**src/rtl/l1_mem_arbiter_if.sv**
```systemverilog
// l1_mem_arbiter_if: bundle between both L1 controllers, the arbiter
// and the main-memory block port.
interface l1_mem_arbiter_if #(
  parameter int BLOCK_ADDR_W = 16,
  parameter int BLOCK_BITS   = 128
);
  logic                    icRen;
  logic [BLOCK_ADDR_W-1:0] icBlockAddr;
  logic                    icReadReady;
  logic [BLOCK_BITS-1:0]   icDout;
  logic                    dcRen;
  logic                    dcWen;
  logic [BLOCK_ADDR_W-1:0] dcBlockAddr;
  logic [BLOCK_BITS-1:0]   dcDin;
  logic                    dcReadReady;
  logic                    dcWriteDone;
  logic [BLOCK_BITS-1:0]   dcDout;
  logic                    memRen;
  logic                    memWen;
  logic [BLOCK_ADDR_W-1:0] memBlockAddr;
  logic [BLOCK_BITS-1:0]   memDin;
  logic                    memReadReady;
  logic                    memWriteDone;
  logic [BLOCK_BITS-1:0]   memDout;
  logic                    busy;
  logic                    grantD;

  modport slave (
    input  icRen, icBlockAddr,
    input  dcRen, dcWen, dcBlockAddr, dcDin,
    input  memReadReady, memWriteDone, memDout,
    output icReadReady, icDout,
    output dcReadReady, dcWriteDone, dcDout,
    output memRen, memWen, memBlockAddr, memDin,
    output busy, grantD
  );

  modport master (
    output icRen, icBlockAddr,
    output dcRen, dcWen, dcBlockAddr, dcDin,
    output memReadReady, memWriteDone, memDout,
    input  icReadReady, icDout,
    input  dcReadReady, dcWriteDone, dcDout,
    input  memRen, memWen, memBlockAddr, memDin,
    input  busy, grantD
  );
endinterface

```
**src/rtl/l1_mem_arbiter.sv**
```systemverilog
// l1_mem_arbiter: shares the memory block port between I-cache refills
// and D-cache writeback/refill, round-robin with atomic wb+refill pairs.
module l1_mem_arbiter #(
  parameter int BLOCK_ADDR_W = 16,
  parameter int BLOCK_BITS   = 128
) (
  input  logic            clock,
  input  logic            reset,
  l1_mem_arbiter_if.slave bus
);
  typedef enum logic [1:0] {
    IDLE,
    GNT_I,
    GNT_D,
    WAIT_CLR
  } state_e;

  state_e state_q, state_d;
  logic   last_grant_q, last_grant_d;
  logic   lock_d_q, lock_d_d;

  logic i_req;
  logic d_req;
  logic own_i;
  logic own_d;
  logic drain;

  logic [BLOCK_ADDR_W-1:0] addr_mux;
  logic [BLOCK_BITS-1:0]   din_mux;

  assign i_req = bus.icRen;
  assign d_req = bus.dcRen | bus.dcWen;
  assign own_i = (state_q == GNT_I);
  assign own_d = (state_q == GNT_D);
  assign drain = (state_q == WAIT_CLR);

  // State, round-robin pointer and wb->refill lock registers
  always_ff @(posedge clock) begin
    if (reset) begin
      state_q      <= IDLE;
      last_grant_q <= 1'b0;
      lock_d_q     <= 1'b0;
    end else begin
      state_q      <= state_d;
      last_grant_q <= last_grant_d;
      lock_d_q     <= lock_d_d;
    end
  end

  // Arbitration, completion/abort detection and done-drain
  always_comb begin
    state_d      = state_q;
    last_grant_d = last_grant_q;
    lock_d_d     = lock_d_q;
    unique case (state_q)
      IDLE: begin
        if (i_req && (!d_req || last_grant_q)) begin
          state_d      = GNT_I;
          last_grant_d = 1'b0;
        end else if (d_req) begin
          state_d      = GNT_D;
          last_grant_d = 1'b1;
        end
      end
      GNT_I: begin
        if (!i_req || bus.memReadReady) begin
          state_d  = WAIT_CLR;
          lock_d_d = 1'b0;
        end
      end
      GNT_D: begin
        if (!d_req) begin
          state_d  = WAIT_CLR;
          lock_d_d = 1'b0;
        end else if (bus.dcWen) begin
          if (bus.memWriteDone) begin
            state_d  = WAIT_CLR;
            lock_d_d = bus.dcRen;
          end
        end else if (bus.memReadReady) begin
          state_d  = WAIT_CLR;
          lock_d_d = 1'b0;
        end
      end
      WAIT_CLR: begin
        if (!bus.memReadReady && !bus.memWriteDone) begin
          state_d  = lock_d_q ? GNT_D : IDLE;
          lock_d_d = 1'b0;
        end
      end
      default: state_d = IDLE;
    endcase
  end

  // Owner mux towards memory; writeback wins over refill inside D
  always_comb begin
    addr_mux   = '0;
    din_mux    = '0;
    bus.memRen = 1'b0;
    bus.memWen = 1'b0;
    if (own_i) begin
      bus.memRen = bus.icRen;
      addr_mux   = bus.icBlockAddr;
    end else if (own_d) begin
      addr_mux   = bus.dcBlockAddr;
      bus.memWen = bus.dcWen;
      bus.memRen = bus.dcRen & ~bus.dcWen;
      if (bus.dcWen) begin
        din_mux = bus.dcDin;
      end
    end
  end

  assign bus.memBlockAddr = addr_mux;
  assign bus.memDin       = din_mux;

  assign bus.icDout      = bus.memDout;
  assign bus.dcDout      = bus.memDout;
  assign bus.icReadReady = bus.memReadReady & own_i;
  assign bus.dcReadReady = bus.memReadReady & own_d & ~bus.dcWen;
  assign bus.dcWriteDone = bus.memWriteDone & own_d & bus.dcWen;

  assign bus.busy   = (state_q != IDLE);
  assign bus.grantD = own_d | (drain & lock_d_q);
endmodule

```
**src/flat_wrapper.sv**
```systemverilog
// flat-port wrapper written by rule: the top's interface ports become plain ports
module l1_mem_arbiter_flat 
#(
  parameter int BLOCK_ADDR_W = 16,
  parameter int BLOCK_BITS   = 128
)
  (clock, reset, bus_icRen, bus_icBlockAddr, bus_dcRen, bus_dcWen, bus_dcBlockAddr, bus_dcDin, bus_memReadReady, bus_memWriteDone, bus_memDout, bus_icReadReady, bus_icDout, bus_dcReadReady, bus_dcWriteDone, bus_dcDout, bus_memRen, bus_memWen, bus_memBlockAddr, bus_memDin, bus_busy, bus_grantD);
  l1_mem_arbiter_if #(.BLOCK_ADDR_W(BLOCK_ADDR_W), .BLOCK_BITS(BLOCK_BITS)) bus_i ();
  input  logic clock;
  input  logic reset;
  input wire logic [$bits(bus_i.icRen)-1:0] bus_icRen;
  input wire logic [$bits(bus_i.icBlockAddr)-1:0] bus_icBlockAddr;
  input wire logic [$bits(bus_i.dcRen)-1:0] bus_dcRen;
  input wire logic [$bits(bus_i.dcWen)-1:0] bus_dcWen;
  input wire logic [$bits(bus_i.dcBlockAddr)-1:0] bus_dcBlockAddr;
  input wire logic [$bits(bus_i.dcDin)-1:0] bus_dcDin;
  input wire logic [$bits(bus_i.memReadReady)-1:0] bus_memReadReady;
  input wire logic [$bits(bus_i.memWriteDone)-1:0] bus_memWriteDone;
  input wire logic [$bits(bus_i.memDout)-1:0] bus_memDout;
  output wire logic [$bits(bus_i.icReadReady)-1:0] bus_icReadReady;
  output wire logic [$bits(bus_i.icDout)-1:0] bus_icDout;
  output wire logic [$bits(bus_i.dcReadReady)-1:0] bus_dcReadReady;
  output wire logic [$bits(bus_i.dcWriteDone)-1:0] bus_dcWriteDone;
  output wire logic [$bits(bus_i.dcDout)-1:0] bus_dcDout;
  output wire logic [$bits(bus_i.memRen)-1:0] bus_memRen;
  output wire logic [$bits(bus_i.memWen)-1:0] bus_memWen;
  output wire logic [$bits(bus_i.memBlockAddr)-1:0] bus_memBlockAddr;
  output wire logic [$bits(bus_i.memDin)-1:0] bus_memDin;
  output wire logic [$bits(bus_i.busy)-1:0] bus_busy;
  output wire logic [$bits(bus_i.grantD)-1:0] bus_grantD;
  assign bus_i.icRen = bus_icRen;
  assign bus_i.icBlockAddr = bus_icBlockAddr;
  assign bus_i.dcRen = bus_dcRen;
  assign bus_i.dcWen = bus_dcWen;
  assign bus_i.dcBlockAddr = bus_dcBlockAddr;
  assign bus_i.dcDin = bus_dcDin;
  assign bus_i.memReadReady = bus_memReadReady;
  assign bus_i.memWriteDone = bus_memWriteDone;
  assign bus_i.memDout = bus_memDout;
  assign bus_icReadReady = bus_i.icReadReady;
  assign bus_icDout = bus_i.icDout;
  assign bus_dcReadReady = bus_i.dcReadReady;
  assign bus_dcWriteDone = bus_i.dcWriteDone;
  assign bus_dcDout = bus_i.dcDout;
  assign bus_memRen = bus_i.memRen;
  assign bus_memWen = bus_i.memWen;
  assign bus_memBlockAddr = bus_i.memBlockAddr;
  assign bus_memDin = bus_i.memDin;
  assign bus_busy = bus_i.busy;
  assign bus_grantD = bus_i.grantD;
  l1_mem_arbiter #(.BLOCK_ADDR_W(BLOCK_ADDR_W), .BLOCK_BITS(BLOCK_BITS)) u_core (.clock(clock), .reset(reset), .bus(bus_i));
endmodule
```
**config.mk**
```make
export PLATFORM = sky130hd
export DESIGN_NAME = l1_mem_arbiter_flat
export DESIGN_NICKNAME = d
export VERILOG_FILES = /design/src/rtl/l1_mem_arbiter_if.sv /design/src/rtl/l1_mem_arbiter.sv /design/src/flat_wrapper.sv
export SDC_FILE = /design/constraint.sdc
export NUM_CORES = 1
export LEC_CHECK = 0
export ABC_AREA = 0
export CORE_AREA = 2 2 275 277
export DETAILED_ROUTE_END_ITERATION = 12
export DIE_AREA = 0 0 277 279
export GPL_TIMING_DRIVEN = 0
export PLACE_DENSITY = 0.41
export SLEW_MARGIN = 20
export SYNTH_ARGS = -nofsm -noshare
export SYNTH_HDL_FRONTEND = slang
export SYNTH_SLANG_ARGS = --single-unit
```
**constraint.sdc**
```tcl
create_clock -name clock -period 2.6 [get_ports clock]
set_input_delay 0.65 -clock clock [delete_from_list [all_inputs] [get_ports clock]]
set_output_delay 0.65 -clock clock [all_outputs]
set_load 0.05 [all_outputs]
```
==> impl_metrics.py <==
metrics = {
    "status": {
        "status": "finished clean",
    },
    "yosys": {
        "ys.flop_type": "dfxtp_1",
        "syn_nets": 791,
        "synth_area_leaders": "buf_4 57%, and2_1 24%, nand2_1 3.3%",
        "syn_avg_cell_area_um2": 6.90,
        "ys_ff_latch": 4,
        "synth_common_cells": "256 x buf_4, 128 x and2_1, 30 x nand2_1",
        "ys.warnings.count": 0,
        "synth_cell_types": 34,
        "synth_top_area_frac": 0.567,
        "synth_area_mm2": 0.00339,
        "synthArstFlopShare": 0,
        "syn_inst": 491,
        "seq_area_frac_synth": 0.0236,
        "synth_edf_count": 0,
        "synth.most_common_cell": "buf_4",
        "synth_area_leader_cell": "buf_4",
    },
    "critical_path": {
        "cp_top_family": "buffers and inverters",
        "crit_arrival_ns": 1.90,
        "path_class": "in2out",
        "rrSetupSlack_ns": 0.93,
        "crit_slowest_cell": "clkdlybuf4s50_1",
        "critPathLaunchType": "primary input",
        "worstSetupStartpoint": "bus_dcRen",
        "timing.critical_path.buf_inv": 2,
        "r2r-start": "u_core.state_q[1]",
        "critical_path_peak_fanout": 5,
        "crit_required_ns": 1.95,
        "path_cells": "clkdlybuf4s50_1 -> nand3b_1 -> o21ai_0 -> clkdlybuf4s15_2",
        "cpPeakStageDelay_ns": 0.60,
        "end_kind": "primary output",
    },
    "clock_network": {
        "clockBufferDepth": 2,
        "cts_tree": "yes",
        "holdBufCountCts": 0,
        "cts_sinks": 4,
        "cts_htree_levels": 1,
        "numCtsBuffers": 3,
        "clock_latency_ns": 0.23,
        "clk_pin_slew_ns": 0.03,
        "cts_root_buf": "clkbuf_16",
    },
    "power_and_ir_drop": {
        "switchingPower_mw": 3.38,
        "p_clk_frac": 0.042,
        "ir_drop_mv": 0.367,
        "power.internal_mw": 2.32,
        "pwr-share-seq": 0.019,
        "pwr_density_cell_mw_per_mm2": 527,
        "power_switching_share": 0.594,
        "p_comb_frac": 0.939,
        "leakagePower_nw": 4.63,
    },
    "detailed_routing": {
        "finalWirelength_mm": 30.3,
        "drt-initial-drc-count": 99,
        "vias_per_cell": 2.45,
        "drc": 0,
        "firstDrtPassIters": 4,
        "routedWlPerCell_um": 14.8,
        "vias": 5011,
        "drt.antenna.violating_nets": 0,
    },
    "layout": {
        "instances_no_fill": 2043,
        "area_growth_pct": 220,
        "final_area_mm2": 0.0108,
        "nNetsFinal": 1374,
        "drive_gt1_frac": 0.453,
    },
    "global_routing": {
        "grt_usage": 0.0711,
        "antenna_found_initial": 16,
        "overflow": 0,
        "grt_pass1_wl_mm": 39.3,
        "grt_max_degree": 11,
        "grt_pass1_vias": 5038,
    },
    "sta": {
        "slew_violations": 0,
        "hold_violations": 0,
        "setup_viol": 0,
        "fin_crit_ns": 2.55,
        "fmaxAchievable_mhz": 392,
        "rsz0062_at_grt": "no",
        "skew_ns": 0.000899,
        "fin_setup_tns_ns": 0,
        "slew_headroom": 0.635,
        "period_share": 0.980,
        "worst_pin_slew_ns": 0.545,
    },
    "placement": {
        "place_area_mm2": 0.0103,
        "gp_congestion": 0.824,
        "hpwl_mm": 28.2,
        "dp.cells": 2033,
        "io_buffer_count": 573,
    },
    "worst_hold_path": {
        "hold_start": "u_core.last_grant_q",
        "min_path_type": "reg2reg",
    },
    "job": {
        "cap_violations": 0,
    },
    "floorplan": {
        "die_x_um": 277,
        "row_count": 100,
        "num_io_pins": 702,
        "fp.dieArea_mm2": 0.0773,
        "initial_core_util": 0.0457,
        "die_h_um": 279,
        "core-area_mm2": 0.0741,
    },
}
## repair_timing
item,4_1_cts,5_1_grt
resized for setup,980,89
cloned,1,2
pin swaps,1,2
setup buffers,1,1
setup endpoints to repair,150,147
## registers in the layout, indices dropped and copies added (netlist names)
signal and flops:
u_core.last_grant_q 1, u_core.lock_d_q 1, u_core.state_q 2
## logic make-up (layout without fill, tap and decap cells)
kind of cell	after synthesis	count (layout)	synth area share
adders and majority gates	5	5	0.0185
muxes	1	1	0.00332
AOI/OAI and AO/OA	29	29	0.0558
other	0	2	0
DFF	4	4	0.0236
and+or+nand+nor	173	173	0.301
buffers and inverters	279	860	0.597
## cell type report
class / instances / area, um2
buffer: 276 / 2160
timing repair buffer: 578 / 5880
multi-input combinational: 208 / 1400
sequential: 4 / 83.8
clock buffer: 3 / 75.1
inverter: 3 / 11.3
antenna: 2 / 5.00
tap: 969 / 1210
fill: 8416 / 63200
## worst paths after layout
| path | endpoint | cells after the start |
|---|---|---|
| setup reg to reg | u_core.state_q[0] | 7 |
| hold / removal | u_core.last_grant_q | 1 |
| hold reg to reg | u_core.last_grant_q | 1 |
| setup / recovery | bus_memRen | 4 |
## metrics by stage
stage / hold WS (ns) / setup slack, ns / utilization / total power, mW
5_1_grt: 0.507 / 0.00226 / 0.146 / 5.94
4_1_cts: 0.470 / -0.000168 / 0.143 / 5.63
3_3_place_gp: 0.456 / -2.02 / 0.140 / 5.16
3_5_place_dp: 0.465 / -2.04 / 0.140 / 5.14
2_1_floorplan: 0.439 / -0.0687 / - / 3.30
6_report: 0.469 / 0.0515 / 0.146 / 5.70
## per-layer routing
layer	global-route usage	wire length, um	part of all wire	up-vias
met5	0	37	0.0012	-
met4	0.0196	820	0.027	6
met3	0.0218	2670	0.088	31
met2	0.122	14700	0.48	340
met1	0.0854	12100	0.40	2212
li1	-	-	-	2422
## worst register-to-register path, cell delays in order, from the launching register on
cell and delay (ns):
dfxtp_4 0.36, inv_2 0.06, ha_2 0.17, buf_6 0.14
nand3b_1 0.10, o2111ai_2 0.15, or4_1 0.54, o31ai_1 0.08
## cells in the final DEF, fill, tap and decap left out, types with 3 or more instances in the layout
cell type / count
buf_8: 25
buf_4: 289
and2_4: 35
nand2_1: 29
clkbuf_16: 5
ha_1: 3
clkbuf_2: 8
buf_12: 3
buf_6: 70
buf_2: 14
clkdlybuf4s15_2: 13
clkbuf_4: 4
o21ai_1: 7
dfxtp_1: 3
o21ai_0: 7
clkdlybuf4s50_1: 421
and2_1: 93
## power by group through the flow
stage	Clock (mW)	Combinational, mW	Sequential [mW]
2_1_floorplan	0	3.20	0.0940
3_3_place_gp	0	5.07	0.0963
3_5_place_dp	0	5.05	0.0982
4_1_cts	0.243	5.28	0.104
5_1_grt	0.249	5.58	0.109
6_report	0.240	5.35	0.107
(Power assumes the default switching activity.)
